`src/rtl/arith_seq_pkg.sv`:
```
// Shared constants and types for the registered add/sub/compare/multiply unit.
package arith_seq_pkg;

  localparam logic [2:0] OP_ADD     = 3'd0;
  localparam logic [2:0] OP_SUB     = 3'd1;
  localparam logic [2:0] OP_MAX     = 3'd2;
  localparam logic [2:0] OP_MUL     = 3'd3;
  localparam logic [2:0] OP_ACC_ADD = 3'd4;
  localparam logic [2:0] OP_ACC_CLR = 3'd5;

  localparam int FLG_OVF = 0;
  localparam int FLG_BRW = 1;
  localparam int FLG_GT  = 2;
  localparam int FLG_ILL = 3;

  typedef enum logic [0:0] {
    IDLE    = 1'b0,
    MUL_RUN = 1'b1
  } state_t;

endpackage

```
`src/rtl/arith_seq_unit_if.sv`:
```
// Operand/opcode request channel and result channel, each a valid/ready pair.
interface arith_seq_unit_if #(
  parameter int WIDTH_A = 4,
  parameter int WIDTH_B = 5
) ();

  localparam int RES_W = WIDTH_A + WIDTH_B;

  logic               in_valid;
  logic               in_ready;
  logic [2:0]         in_op;
  logic [WIDTH_A-1:0] in_a;
  logic [WIDTH_B-1:0] in_b;
  logic               out_valid;
  logic               out_ready;
  logic [RES_W-1:0]   out_data;
  logic [3:0]         out_flags;

  modport master (
    output in_valid, in_op, in_a, in_b, out_ready,
    input  in_ready, out_valid, out_data, out_flags
  );

  modport slave (
    input  in_valid, in_op, in_a, in_b, out_ready,
    output in_ready, out_valid, out_data, out_flags
  );

endinterface

```
`src/rtl/arith_seq_mul.sv`:
```
// Shift-add multiplier: one multiplier bit per cycle, WIDTH_B cycles per product.
// done and product are combinational during the last iteration so the caller
// can register the finished product on that same edge.
module arith_seq_mul
  import arith_seq_pkg::*;
#(
  parameter int WIDTH_A = 4,
  parameter int WIDTH_B = 5
) (
  input  logic                       clk,
  input  logic                       rst_n,
  input  logic                       start,
  input  logic [WIDTH_A-1:0]         a,
  input  logic [WIDTH_B-1:0]         b,
  output logic                       done,
  output logic [WIDTH_A+WIDTH_B-1:0] product
);

  localparam int RES_W = WIDTH_A + WIDTH_B;
  localparam int CNT_W = (WIDTH_B > 1) ? $clog2(WIDTH_B) : 1;
  localparam logic [CNT_W-1:0] LAST = CNT_W'(WIDTH_B - 1);

  logic [RES_W-1:0]   mcand;
  logic [WIDTH_B-1:0] mplier;
  logic [RES_W-1:0]   partial;
  logic [RES_W-1:0]   addend;
  logic [CNT_W-1:0]   cnt;
  logic               busy;

  // Shifted multiplicand contributes only when the current multiplier bit is set.
  always_comb begin
    addend  = mplier[0] ? mcand : '0;
    product = partial + addend;
    done    = busy && (cnt == LAST);
  end

  // Load operands on start, then iterate one multiplier bit per cycle until done.
  always_ff @(posedge clk or negedge rst_n) begin
    if (!rst_n) begin
      mcand   <= '0;
      mplier  <= '0;
      partial <= '0;
      cnt     <= '0;
      busy    <= 1'b0;
    end else if (start) begin
      mcand   <= {{WIDTH_B{1'b0}}, a};
      mplier  <= b;
      partial <= '0;
      cnt     <= '0;
      busy    <= 1'b1;
    end else if (busy) begin
      partial <= product;
      mcand   <= mcand << 1;
      mplier  <= mplier >> 1;
      cnt     <= cnt + 1'b1;
      if (done) begin
        busy <= 1'b0;
      end
    end
  end

endmodule

```
`src/rtl/arith_seq_unit.sv`:
```
// Registered arithmetic unit: single-cycle ADD/SUB/MAX/ACC ops, multi-cycle MUL,
// running accumulator and a back-pressurable result register.
module arith_seq_unit
  import arith_seq_pkg::*;
#(
  parameter int WIDTH_A  = 4,
  parameter int WIDTH_B  = 5,
  parameter int SATURATE = 0
) (
  input  logic            clk,
  input  logic            rst_n,
  arith_seq_unit_if.slave bus
);

  localparam int RES_W = WIDTH_A + WIDTH_B;

  state_t           state;
  state_t           state_next;
  logic             in_ready_int;
  logic             accept;
  logic             mul_start;
  logic             mul_done;
  logic [RES_W-1:0] mul_product;

  logic [RES_W-1:0] a_ext;
  logic [RES_W-1:0] b_ext;
  logic [RES_W:0]   acc_sum;
  logic [RES_W-1:0] acc;
  logic [RES_W-1:0] acc_next;
  logic [RES_W-1:0] res_next;
  logic [3:0]       flg_next;

  logic             out_valid_q;
  logic [RES_W-1:0] out_data_q;
  logic [3:0]       out_flags_q;

  assign a_ext   = {{WIDTH_B{1'b0}}, bus.in_a};
  assign b_ext   = {{WIDTH_A{1'b0}}, bus.in_b};
  assign acc_sum = {1'b0, acc} + {1'b0, a_ext};

  assign bus.in_ready  = in_ready_int;
  assign bus.out_valid = out_valid_q;
  assign bus.out_data  = out_data_q;
  assign bus.out_flags = out_flags_q;

  arith_seq_mul #(
    .WIDTH_A(WIDTH_A),
    .WIDTH_B(WIDTH_B)
  ) u_mul (
    .clk    (clk),
    .rst_n  (rst_n),
    .start  (mul_start),
    .a      (bus.in_a),
    .b      (bus.in_b),
    .done   (mul_done),
    .product(mul_product)
  );

  // State register: reset aborts any multiply in flight.
  always_ff @(posedge clk or negedge rst_n) begin
    if (!rst_n) begin
      state <= IDLE;
    end else begin
      state <= state_next;
    end
  end

  // Next state: enter MUL_RUN on an accepted MUL, leave when the iterator finishes.
  always_comb begin
    state_next = state;
    case (state)
      IDLE:    if (mul_start) state_next = MUL_RUN;
      MUL_RUN: if (mul_done)  state_next = IDLE;
      default: state_next = IDLE;
    endcase
  end

  // FSM outputs: accept only when idle and the result slot is free or draining now.
  always_comb begin
    in_ready_int = (state == IDLE) && (!out_valid_q || bus.out_ready);
    accept       = bus.in_valid && in_ready_int;
    mul_start    = accept && (bus.in_op == OP_MUL);
  end

  // Single-cycle datapath: result, flags and accumulator update for the presented op.
  always_comb begin
    res_next = '0;
    flg_next = '0;
    acc_next = acc;
    case (bus.in_op)
      OP_ADD: begin
        res_next = a_ext + b_ext;
      end
      OP_SUB: begin
        flg_next[FLG_BRW] = (a_ext < b_ext);
        if ((SATURATE != 0) && (a_ext < b_ext)) begin
          res_next = '0;
        end else begin
          res_next = a_ext - b_ext;
        end
      end
      OP_MAX: begin
        flg_next[FLG_GT] = (a_ext > b_ext);
        res_next = (a_ext >= b_ext) ? a_ext : b_ext;
      end
      OP_MUL: begin
        res_next = '0;
      end
      OP_ACC_ADD: begin
        flg_next[FLG_OVF] = acc_sum[RES_W];
        if ((SATURATE != 0) && acc_sum[RES_W]) begin
          acc_next = '1;
        end else begin
          acc_next = acc_sum[RES_W-1:0];
        end
        res_next = acc_next;
      end
      OP_ACC_CLR: begin
        acc_next = '0;
        res_next = '0;
      end
      default: begin
        flg_next[FLG_ILL] = 1'b1;
      end
    endcase
  end

  // Accumulator only moves on an accepted op; MUL and illegal ops leave it as is.
  always_ff @(posedge clk or negedge rst_n) begin
    if (!rst_n) begin
      acc <= '0;
    end else if (accept) begin
      acc <= acc_next;
    end
  end

  // Result register: load a new result, otherwise hold until the consumer takes it.
  always_ff @(posedge clk or negedge rst_n) begin
    if (!rst_n) begin
      out_valid_q <= 1'b0;
      out_data_q  <= '0;
      out_flags_q <= '0;
    end else if (accept && (bus.in_op != OP_MUL)) begin
      out_valid_q <= 1'b1;
      out_data_q  <= res_next;
      out_flags_q <= flg_next;
    end else if ((state == MUL_RUN) && mul_done) begin
      out_valid_q <= 1'b1;
      out_data_q  <= mul_product;
      out_flags_q <= '0;
    end else if (bus.out_ready) begin
      out_valid_q <= 1'b0;
    end
  end

endmodule

```
`src/flat_wrapper.sv`:
```
// flat-port wrapper written by rule: the top's interface ports become plain ports
module arith_seq_unit_flat import arith_seq_pkg::*;
#(
  parameter int WIDTH_A  = 4,
  parameter int WIDTH_B  = 5,
  parameter int SATURATE = 0
)
  (clk, rst_n, bus_in_valid, bus_in_op, bus_in_a, bus_in_b, bus_out_ready, bus_in_ready, bus_out_valid, bus_out_data, bus_out_flags);
  arith_seq_unit_if #(.WIDTH_A(WIDTH_A), .WIDTH_B(WIDTH_B)) bus_i ();
  input  logic clk;
  input  logic rst_n;
  input wire logic [$bits(bus_i.in_valid)-1:0] bus_in_valid;
  input wire logic [$bits(bus_i.in_op)-1:0] bus_in_op;
  input wire logic [$bits(bus_i.in_a)-1:0] bus_in_a;
  input wire logic [$bits(bus_i.in_b)-1:0] bus_in_b;
  input wire logic [$bits(bus_i.out_ready)-1:0] bus_out_ready;
  output wire logic [$bits(bus_i.in_ready)-1:0] bus_in_ready;
  output wire logic [$bits(bus_i.out_valid)-1:0] bus_out_valid;
  output wire logic [$bits(bus_i.out_data)-1:0] bus_out_data;
  output wire logic [$bits(bus_i.out_flags)-1:0] bus_out_flags;
  assign bus_i.in_valid = bus_in_valid;
  assign bus_i.in_op = bus_in_op;
  assign bus_i.in_a = bus_in_a;
  assign bus_i.in_b = bus_in_b;
  assign bus_i.out_ready = bus_out_ready;
  assign bus_in_ready = bus_i.in_ready;
  assign bus_out_valid = bus_i.out_valid;
  assign bus_out_data = bus_i.out_data;
  assign bus_out_flags = bus_i.out_flags;
  arith_seq_unit #(.WIDTH_A(WIDTH_A), .WIDTH_B(WIDTH_B), .SATURATE(SATURATE)) u_core (.clk(clk), .rst_n(rst_n), .bus(bus_i));
endmodule
```
`config.mk`:
```
export PLATFORM = sky130hd
export DESIGN_NAME = arith_seq_unit_flat
export DESIGN_NICKNAME = d
export VERILOG_FILES = /design/src/rtl/arith_seq_pkg.sv /design/src/rtl/arith_seq_unit_if.sv /design/src/rtl/arith_seq_mul.sv /design/src/rtl/arith_seq_unit.sv /design/src/flat_wrapper.sv
export SDC_FILE = /design/constraint.sdc
export NUM_CORES = 1
export LEC_CHECK = 0
export CAP_MARGIN = 10
export CELL_PAD_IN_SITES_DETAIL_PLACEMENT = 1
export CELL_PAD_IN_SITES_GLOBAL_PLACEMENT = 1
export CORE_MARGIN = 2
export CORE_UTILIZATION = 40
export CTS_CLUSTER_DIAMETER = 120
export DETAILED_ROUTE_END_ITERATION = 16
export GPL_TIMING_DRIVEN = 1
export PLACE_DENSITY = 0.81
export SETUP_SLACK_MARGIN = 0.02
export SYNTH_ARGS = -nofsm -noshare
export SYNTH_HDL_FRONTEND = slang
export SYNTH_SLANG_ARGS = --single-unit
```
`constraint.sdc`:
```
create_clock -name clk -period 4.8 [get_ports clk]
set_clock_uncertainty 0.1 [all_clocks]
set_input_delay 0.48 -clock clk [delete_from_list [all_inputs] [get_ports clk]]
set_output_delay 0.48 -clock clk [all_outputs]
set_load 0.05 [all_outputs]
```
# == After elaboration in Yosys (flattened, before gate mapping) ==
# Cells that the tools add are included.
# classes
n_addsub,5
order_cmp,3
n_eq_ne,7
muxes,28
bitwise_logic,1
n_reduce_logical,15
# ops
operator,count
$mux W9,7
$pmux W9 S4,1
$pmux W9 S2,1
$mux W5,3
$mux W1,11
$add A9 B4 Y10,1
$add A9 B9 Y9,1
$eq A3 B3 Y1 const B,3
$mux W4,2
$add A4 B5 Y6,1
$eq A3 B2 Y1 const B,2
$logic_and A1 B1 Y1,6
$mux W3,2
$reduce_bool A2 Y1,3
$reduce_or A6 Y1,1
$sub A4 B5 Y6,1
$ge A4 B5 Y1,1
$gt A4 B5 Y1,1
$lt A4 B5 Y1,1
$add A3 B1 Y3 const B,1
$eq A3 B1 Y1 const B,1
$logic_not A3 Y1,1
$ne A3 B2 Y1 const B,1
$reduce_bool A3 Y1,1
other kinds (5),5
# word_totals
ff_bits,51
inputBits,16
output_inout_bits,15
elab_cells,69

# == Longest topological paths before layout ==
# Gate-level depths: netlist of the first run.
# logic_depth
ltp_word,7
depth_mapped,11
depth_no_buf,10

# == Modules after synthesis ==
# From an unflattened synthesis of the first run, not the netlist that was laid out.
# unflattened
cells_unflattened,395
area_unflattened_um2,3618.5
# by_module_without_submodules
module,instances,cells_per_inst,area_each_um2,seq_area_each_um2
arith_seq_unit,1,230,1998.2,600.6
arith_seq_mul,1,165,1620.3,675.6

# == Worst setup path after synthesis of the first run ==
# No wires, ideal clock.
# synth_path
kind,input to register
from,input port bus_in_a[0]
to,"register u_core.out_data_q[3], in the netlist u_core.bus.out_data[3]"
setup_time_ps,124
arrival_ps,2219
t_required_ps,4576
path_slack_ps,2357
stages,11
n_path_buf,1
path_cell_list,inv_1 ha_1 inv_1 fa_1 a211oi_2 nor3_2 nor2b_1 buf_6 mux2_4 a211oi_2 a21oi_1
# synth_via
elab_chain_cells,4
elab_cells_between_ends,7
cone_classes,add/sub (3); order compare (1); mux (3)
# synth_rtl
element,line_no,text
from (decl),flat_wrapper.sv:14,input wire logic [$bits(bus_i.in_a)-1:0] bus_in_a;
branches (longest 2 deep; another with $add A9 B4 Y10),--,
$pmux W9 S4 *,arith_seq_unit.sv:90,case (bus.in_op)
$mux W9 *,arith_seq_unit.sv:143,end else if (accept && (bus.in_op != OP_MUL)) begin
to (signal assigned),arith_seq_unit.sv:145,out_data_q <= res_next;
to (signal assigned),arith_seq_unit.sv:149,out_data_q <= mul_product;
to (decl),arith_seq_unit.sv:34,logic [RES_W-1:0] out_data_q;
# Mark *: on every way between the ends.
# A chain may end at the register's enable or synchronous reset.

# == Worst setup path in the final report of the first run ==
# Ends and elaborated chain as after synthesis.

==> run_results.csv, run 1 <==
group,metric,value,unit
run_status,status,"finished clean",
final_layout,multi_input_comb_area,1960,um^2
power,finalPower,2.05,mW
floorplan,ios,31,
cts,numCtsBuffers,5,
setup_path,crit_fanout,5,
cts,hold_buffers,0,
grt,grt_pass1_vias,2871,
setup_path,worst-setup-path-type,"in2reg",
run,drv_cap,0,
setup_path,end_kind,"flip-flop",
floorplan,core-area,8180,um^2
floorplan,start_util,41.0,%
floorplan,fp.dieW,95.5,um
drt,drtPass1Iterations,4,
setup_path,crit_slowest_cell,"clkdlybuf4s50_1",
sta,max_freq,0.319,GHz
cts,clock_path_buffers,2,
setup_path,max_stage_delay,0.49,ns
synthesis,synthesis.nets,404,
power,leakagePower,1.68,nW
synthesis,synthDistinctLibCells,47,
synthesis,synth_seq_cells,51,
cts,postCtsSetupBuffers,0,
final_layout,final-seq-area,1280,um^2
sta,final_hold_viol_count,0,
final_layout,diodes,0,
synthesis,synth_area_per_cell,9.26,um^2
synthesis,synth-main-ff-cell,"dfrtp_1",
synthesis,synth_area_leaders,"dfrtp_1 (38%), ha_1 (8.2%), mux2i_1 (6.9%)",
setup_path,worst_ep_required_time,4.91,ns
synthesis,synth_edf_count,0,
final_layout,fin_util,46.9,%
floorplan,fp.dieArea,9130,um^2
grt,grt_max_degree,52,
placed_design,dpl.hpwl,6.68,mm
setup_path,reg2reg_depth,9,
cts,cts_resized,0,
cts,cts_root_buf,"clkbuf_8",
floorplan,rows,33,
grt,antenna_found_initial,0,
setup_path,crit_buf_inv,3,
cts,clock_sinks,51,
grt,grt_util_all_layers,21.1,%
setup_path,arrival,3.24,ns
drt,drt_iter0_drc,112,
sta,timing.setup.tns,0,ns
grt,overflow,0,
synthesis,post-synth-top-area-cell,"dfrtp_1",
cts,htreeDepth,2,
final_layout,drive_gt1_share,4.39,%
drt,vias_per_cell,5.53,
drt,routedWlPerCell,18.0,um
sta,maxSlewHeadroom,33.4,%
floorplan,die_h,95.5,um
setup_path,critPathTopFamily,"buffers and inverters",
setup_path,r2r_slack,2.10,ns
drt,dr_total_vias,2719,
power,power_density,535,nW/um^2
sta,tightest_slew,0.995,ns
drt,wl,8.87,mm
cts,clk_pin_slew,0.10,ns
worst_hold_path,min_path_type,"in2async",
final_layout,nFillCells,959,
cts,clk_latency,0.32,ns
sta,period_needed,3.13,ns
sta,period_share,65.3,%
cts,cts_tree,"yes",
final_layout,final_nets,429,
sta,final-max-slew-violation-count,0,
placed_design,routabilityCongestion,0.908,
placed_design,portBuffers,30,
setup_path,startpoint_type,"primary input",
drt,ant_nets,0,
drt,drc,0,
final_layout,syn2layout_area_growth,14.3,%
synthesis,async_reset_ff_share,100,%
setup_path,r2r-end,"u_core.u_mul.partial[8]",
power,peakVddDrop,0.237,mV
synthesis,ys_seq_area_share,38.1,%
grt,grt_pass1_wl,14.9,mm
sta,grt_setup_unrepaired,"no",
synthesis,syn_area,3350,um^2
setup_path,r2r-start,"u_core.u_mul.mplier[0]",
synthesis,syn_inst,362,
setup_path,crit_chain,"clkdlybuf4s50_1 > inv_1 > ha_1 > inv_1 > fa_1 > a211oi_2 > nor3_2 > nor2b_1 > mux2_4 > a211oi_2 > a21oi_1",
synthesis,ys_warn_count,0,
synthesis,synth_top_area_share,38.1,%
sta,setup_violations,0,
-- registers in the layout, indices dropped and copies added, names as in the netlist, 3 cells and up --
signal / count
u_core.u_mul.cnt: 3
u_core.acc: 9
u_core.u_mul.partial: 9
u_core.bus.out_flags: 4
u_core.bus.out_data: 9
u_core.u_mul.mplier: 5
u_core.u_mul.mcand: 9
-- synthesized netlist by cell type (9+ instances only) --
library cell and n:
ha_1 22, nor2_1 45, xnor2_1 13, a21oi_1 13
inv_1 11, a211oi_1 9, clkbuf_1 10, mux2i_1 23
nand2_1 32, and2_1 12, dfrtp_1 51, o21ai_0 28
-- cells by family after synthesis --
group                      after synthesis  share of synthesized area (%)
AOI/OAI and AO/OA                       83                           16.4
buffers and inverters                   26                           3.43
adders and majority gates               26                           10.6
DFF                                     51                           38.1
xor gates and xnor gates                21                           5.49
and+or+nand+nor                        131                           18.7
muxes                                   24                           7.32
-- power breakdown --
part	switching, mW	leakage (nW)	internal (mW)
sequential	0.133	0.665	0.593
clock	0.153	0.0513	0.153
combinational	0.617	0.960	0.401
total	0.902	1.68	1.15
-- worst register-to-register path: stages, from the launching register on --
cell	delay (ns)
dfrtp_1	0.50
and2_1	0.20
ha_1	0.22
fa_1	0.42
a21oi_1	0.24
o211ai_1	0.18
nor4_1	0.24
nor3_1	0.12
xnor2_1	0.25
a211oi_1	0.11
-- layout make-up --
| class | instances | area share, % |
|---|---|---|
| multi-input combinational | 285 | 51.2 |
| sequential | 51 | 33.3 |
| timing repair buffer | 33 | 8.29 |
| tap | 105 | 3.43 |
| clock buffer | 6 | 1.89 |
| inverter | 11 | 1.08 |
| clock inverter | 1 | 0.784 |
-- cell usage in the layout (no fill, tap or decap), types with 2 or more instances in the layout --
cell             Yosys  final
a211oi_1             9      9
a211oi_2             2      2
a21o_1               2      2
a21oi_1             13     13
a221o_1              2      2
a221oi_1             2      2
a22o_1               4      4
a22oi_1              3      3
a32o_1               2      2
and2_1              12     12
and3_1               5      5
buf_4                0      3
clkbuf_8             0      5
clkdlybuf4s50_1      0     29
dfrtp_1             51     51
fa_1                 4      4
ha_1                22     22
inv_1               11     11
mux2i_1             23     23
nand2_1             32     32
nand2b_1             5      5
nand3_1              4      4
nand3b_1             2      2
nand4_1              4      4
nor2_1              45     44
nor2b_1              5      5
nor3_1               8      8
nor3b_1              3      3
o211ai_1             4      4
o21a_1               3      3
o21ai_0             28     28
o22ai_1              2      2
o31ai_1              3      3
xnor2_1             13     13
xor2_1               8      8
-- metrics by stage --
| stage | cells | setup WS (ns) | cell area, um^2 | hold WS [ns] |
|---|---|---|---|---|
| after floorplan | 362 | 2.36 | 3350 | 0.0844 |
| after global placement | 485 | 1.50 | 3730 | 0.355 |
| after detailed placement | 485 | 1.36 | 3730 | 0.384 |
| after CTS | 492 | 1.70 | 3830 | 0.210 |
| after global routing | 492 | 1.54 | 3830 | 0.230 |
| final | 492 | 1.67 | 3830 | 0.176 |
-- layer usage --
| layer | share of wire [%] | global-route usage (%) | up-vias |
|---|---|---|---|
| met5 | 0 | 0 | - |
| met3 | 3.6 | 2.37 | 4 |
| met2 | 48 | 33.9 | 47 |
| met4 | 0.64 | 4.29 | 0 |
| met1 | 47 | 30.9 | 1342 |
| li1 | - | - | 1326 |
-- worst max path at each step --
| stage | start | end | slack [ns] | depth (start not counted) |
|---|---|---|---|---|
| 2_1_floorplan | bus_in_a[0] | u_core.bus.out_data[3] | 2.36 | 11 |
| 3_3_place_gp | bus_in_a[0] | u_core.bus.out_data[3] | 1.50 | 11 |
| 3_5_place_dp | bus_in_a[0] | u_core.bus.out_data[2] | 1.36 | 11 |
| 4_1_cts | bus_in_a[0] | u_core.bus.out_data[3] | 1.70 | 11 |
| 5_1_grt | bus_in_a[0] | u_core.bus.out_data[2] | 1.54 | 11 |
| 6_report | bus_in_a[0] | u_core.bus.out_data[3] | 1.67 | 11 |
Note: power is estimated with default switching activity, not from simulation.
==> run 2: changes to the inputs <==
- PLACE_DENSITY: 0.81 -> 0.84
- clock period: 4.8 -> 2.8 ns (I/O delays scaled with it)
==> run 2 against run 1 <==
- largest power group unchanged
- combinational power is 75% higher
- register-to-register slack worse by 1.8 ns
- global-route usage is 0.86 points higher
- sequential power is 71% higher
- clock power is 42% higher
- critical path depth is 1 lower
- routed wire length is 6.6% higher
- highest routed layer unchanged
- clock-buffer cell count stayed put
==> run_results.csv, run 2 (synthesis results as in run 1) <==
group,metric,value,unit
cts,cts_root_buf,"clkbuf_8",
placed_design,routabilityCongestion,0.905,
run,drv_cap,0,
floorplan,start_util,41.0,%
sta,final_hold_viol_count,0,
power,finalPower,3.46,mW
sta,period_share,92.2,%
setup_path,setup.worst_path.start,"bus_in_a[0]",
drt,wl,9.46,mm
drt,drc,0,
drt,drtPass1Iterations,4,
cts,cts_tree,"yes",
final_layout,layout_common_cells,"dfrtp_1 (50), nor2_1 (44), nand2_1 (32)",
floorplan,ios,31,
grt,grt_pass1_wl,15.5,mm
placed_design,portBuffers,30,
cts,htreeDepth,2,
grt,overflow,0,
grt,grt_util_all_layers,22.0,%
final_layout,syn2layout_area_growth,19.1,%
grt,grt_pass1_vias,3049,
drt,vias_per_cell,5.60,
sta,maxSlewHeadroom,49.4,%
floorplan,rows,33,
setup_path,arrival,2.66,ns
run_status,status,"finished clean",
cts,postCtsSetupBuffers,0,
drt,dr_total_vias,2882,
sta,max_freq,0.387,GHz
setup_path,worst-setup-path-type,"in2reg",
final_layout,drive_gt1_share,10.2,%
cts,clk_pin_slew,0.10,ns
floorplan,fp.dieArea,9130,um^2
power,peakVddDrop,0.318,mV
power,power_density,867,nW/um^2
sta,grt_setup_unrepaired,"no",
final_layout,diodes,0,
final_layout,final_nets,451,
final_layout,instances_no_fill,515,
floorplan,die_h,95.5,um
sta,timing.setup.tns,0,ns
floorplan,fp.dieW,95.5,um
setup_path,worst_ep_required_time,2.87,ns
setup_path,end_kind,"flip-flop",
setup_path,r2r-start,"u_core.u_mul.mplier[0]",
sta,setup_violations,0,
cts,numCtsBuffers,5,
drt,drt_iter0_drc,134,
grt,antenna_found_initial,0,
grt,grt_max_degree,38,
sta,tightest_slew,0.750,ns
cts,clk_latency,0.31,ns
final_layout,design_area,3990,um^2
drt,routedWlPerCell,18.4,um
floorplan,core-area,8180,um^2
sta,period_needed,2.58,ns
setup_path,crit_fanout,4,
placed_design,placed_area,3890,um^2
worst_hold_path,min_path_type,"in2async",
final_layout,final_common_cell,"dfrtp_1",
sta,final-max-slew-violation-count,0,
drt,ant_nets,0,
cts,clock_path_buffers,2,
power,leakagePower,1.77,nW
placed_design,dpl.cell_count,506,
cts,clock_sinks,51,
setup_path,startpoint_type,"primary input",
placed_design,dpl.hpwl,7.13,mm
run 2: cell count changes in the layout (fill, tap and decap cells not counted):
| cell | change |
|---|---|
| buf_4 | +21 |
| a21oi_1 | -1 |
| a21oi_2 | +1 |
| bufinv_16 | -1 |
| clkinv_2 | +1 |
| clkinvlp_4 | +1 |
| dfrtp_1 | -1 |
| dfrtp_2 | +1 |
| dlygate4sd3_1 | +1 |
| nor4_1 | -1 |
| nor4_2 | +1 |
run 2: worst paths after layout:
check	cells after the start	slack (ns)	endpoint
max in group asynchronous	3	1.43	u_core.bus.out_data[5]
worst min-delay path	2	0.35	u_core.u_mul.busy
min in group clk	2	0.37	u_core.bus.out_flags[2]
worst max-delay path	10	0.22	u_core.bus.out_data[8]
worst max register to register	9	0.26	u_core.u_mul.partial[8]
worst min register to register	2	0.37	u_core.bus.out_flags[2]
run 2: what timing repair did:
| item | CTS | global route |
|---|---|---|
| setup endpoints to repair | 0 | 2 |
| endpoints found under the hold margin | 19 | 0 |
| hold buffers | 1 | 0 |
| gates resized for setup | 0 | 3 |
run 2: per-stage QoR:
stage | hold WS [ns] | utilization [%] | setup slack (ns)
5_1_grt | 0.391 | 48.9 | 0.0203
3_5_place_dp | 0.162 | 47.6 | -0.0859
2_1_floorplan | -0.116 | - | 0.557
6_report | 0.346 | 48.9 | 0.217
3_3_place_gp | 0.151 | 47.6 | -0.0405
4_1_cts | 0.363 | 48.7 | 0.0960
run 2: where the power goes:
group | internal (mW) | switching [mW]
combinational | 0.717 | 1.07
sequential | 1.01 | 0.225
clock | 0.176 | 0.258
total | 1.91 | 1.55
run 2: critical path, cell delays in order:
cell,delay (ns)
clkdlybuf4s50_1,0.43
buf_4,0.14
ha_1,0.22
fa_1,0.40
a211oi_1,0.35
nor2_1,0.18
and3_1,0.25
xor2_1,0.15
a22oi_1,0.14
o211ai_1,0.11
run 2: cell type report:
| class | count | area [um^2] |
|---|---|---|
| clock inverter | 2 | 12.5 |
| timing repair buffer | 55 | 485 |
| inverter | 11 | 41.3 |
| fill | 963 | 4180 |
| sequential | 51 | 1280 |
| tap | 105 | 131 |
| clock buffer | 6 | 72.6 |
| multi-input combinational | 285 | 1970 |
run 2: routing by layer:
metal / up-vias / global-route usage, % / part of all wire, %
li1: 1377 / - / -
met1: 1438 / 29.5 / 46
met2: 57 / 37.0 / 49
met3: 10 / 2.69 / 2.6
met4: 0 / 6.79 / 1.8
met5: - / 0 / 0
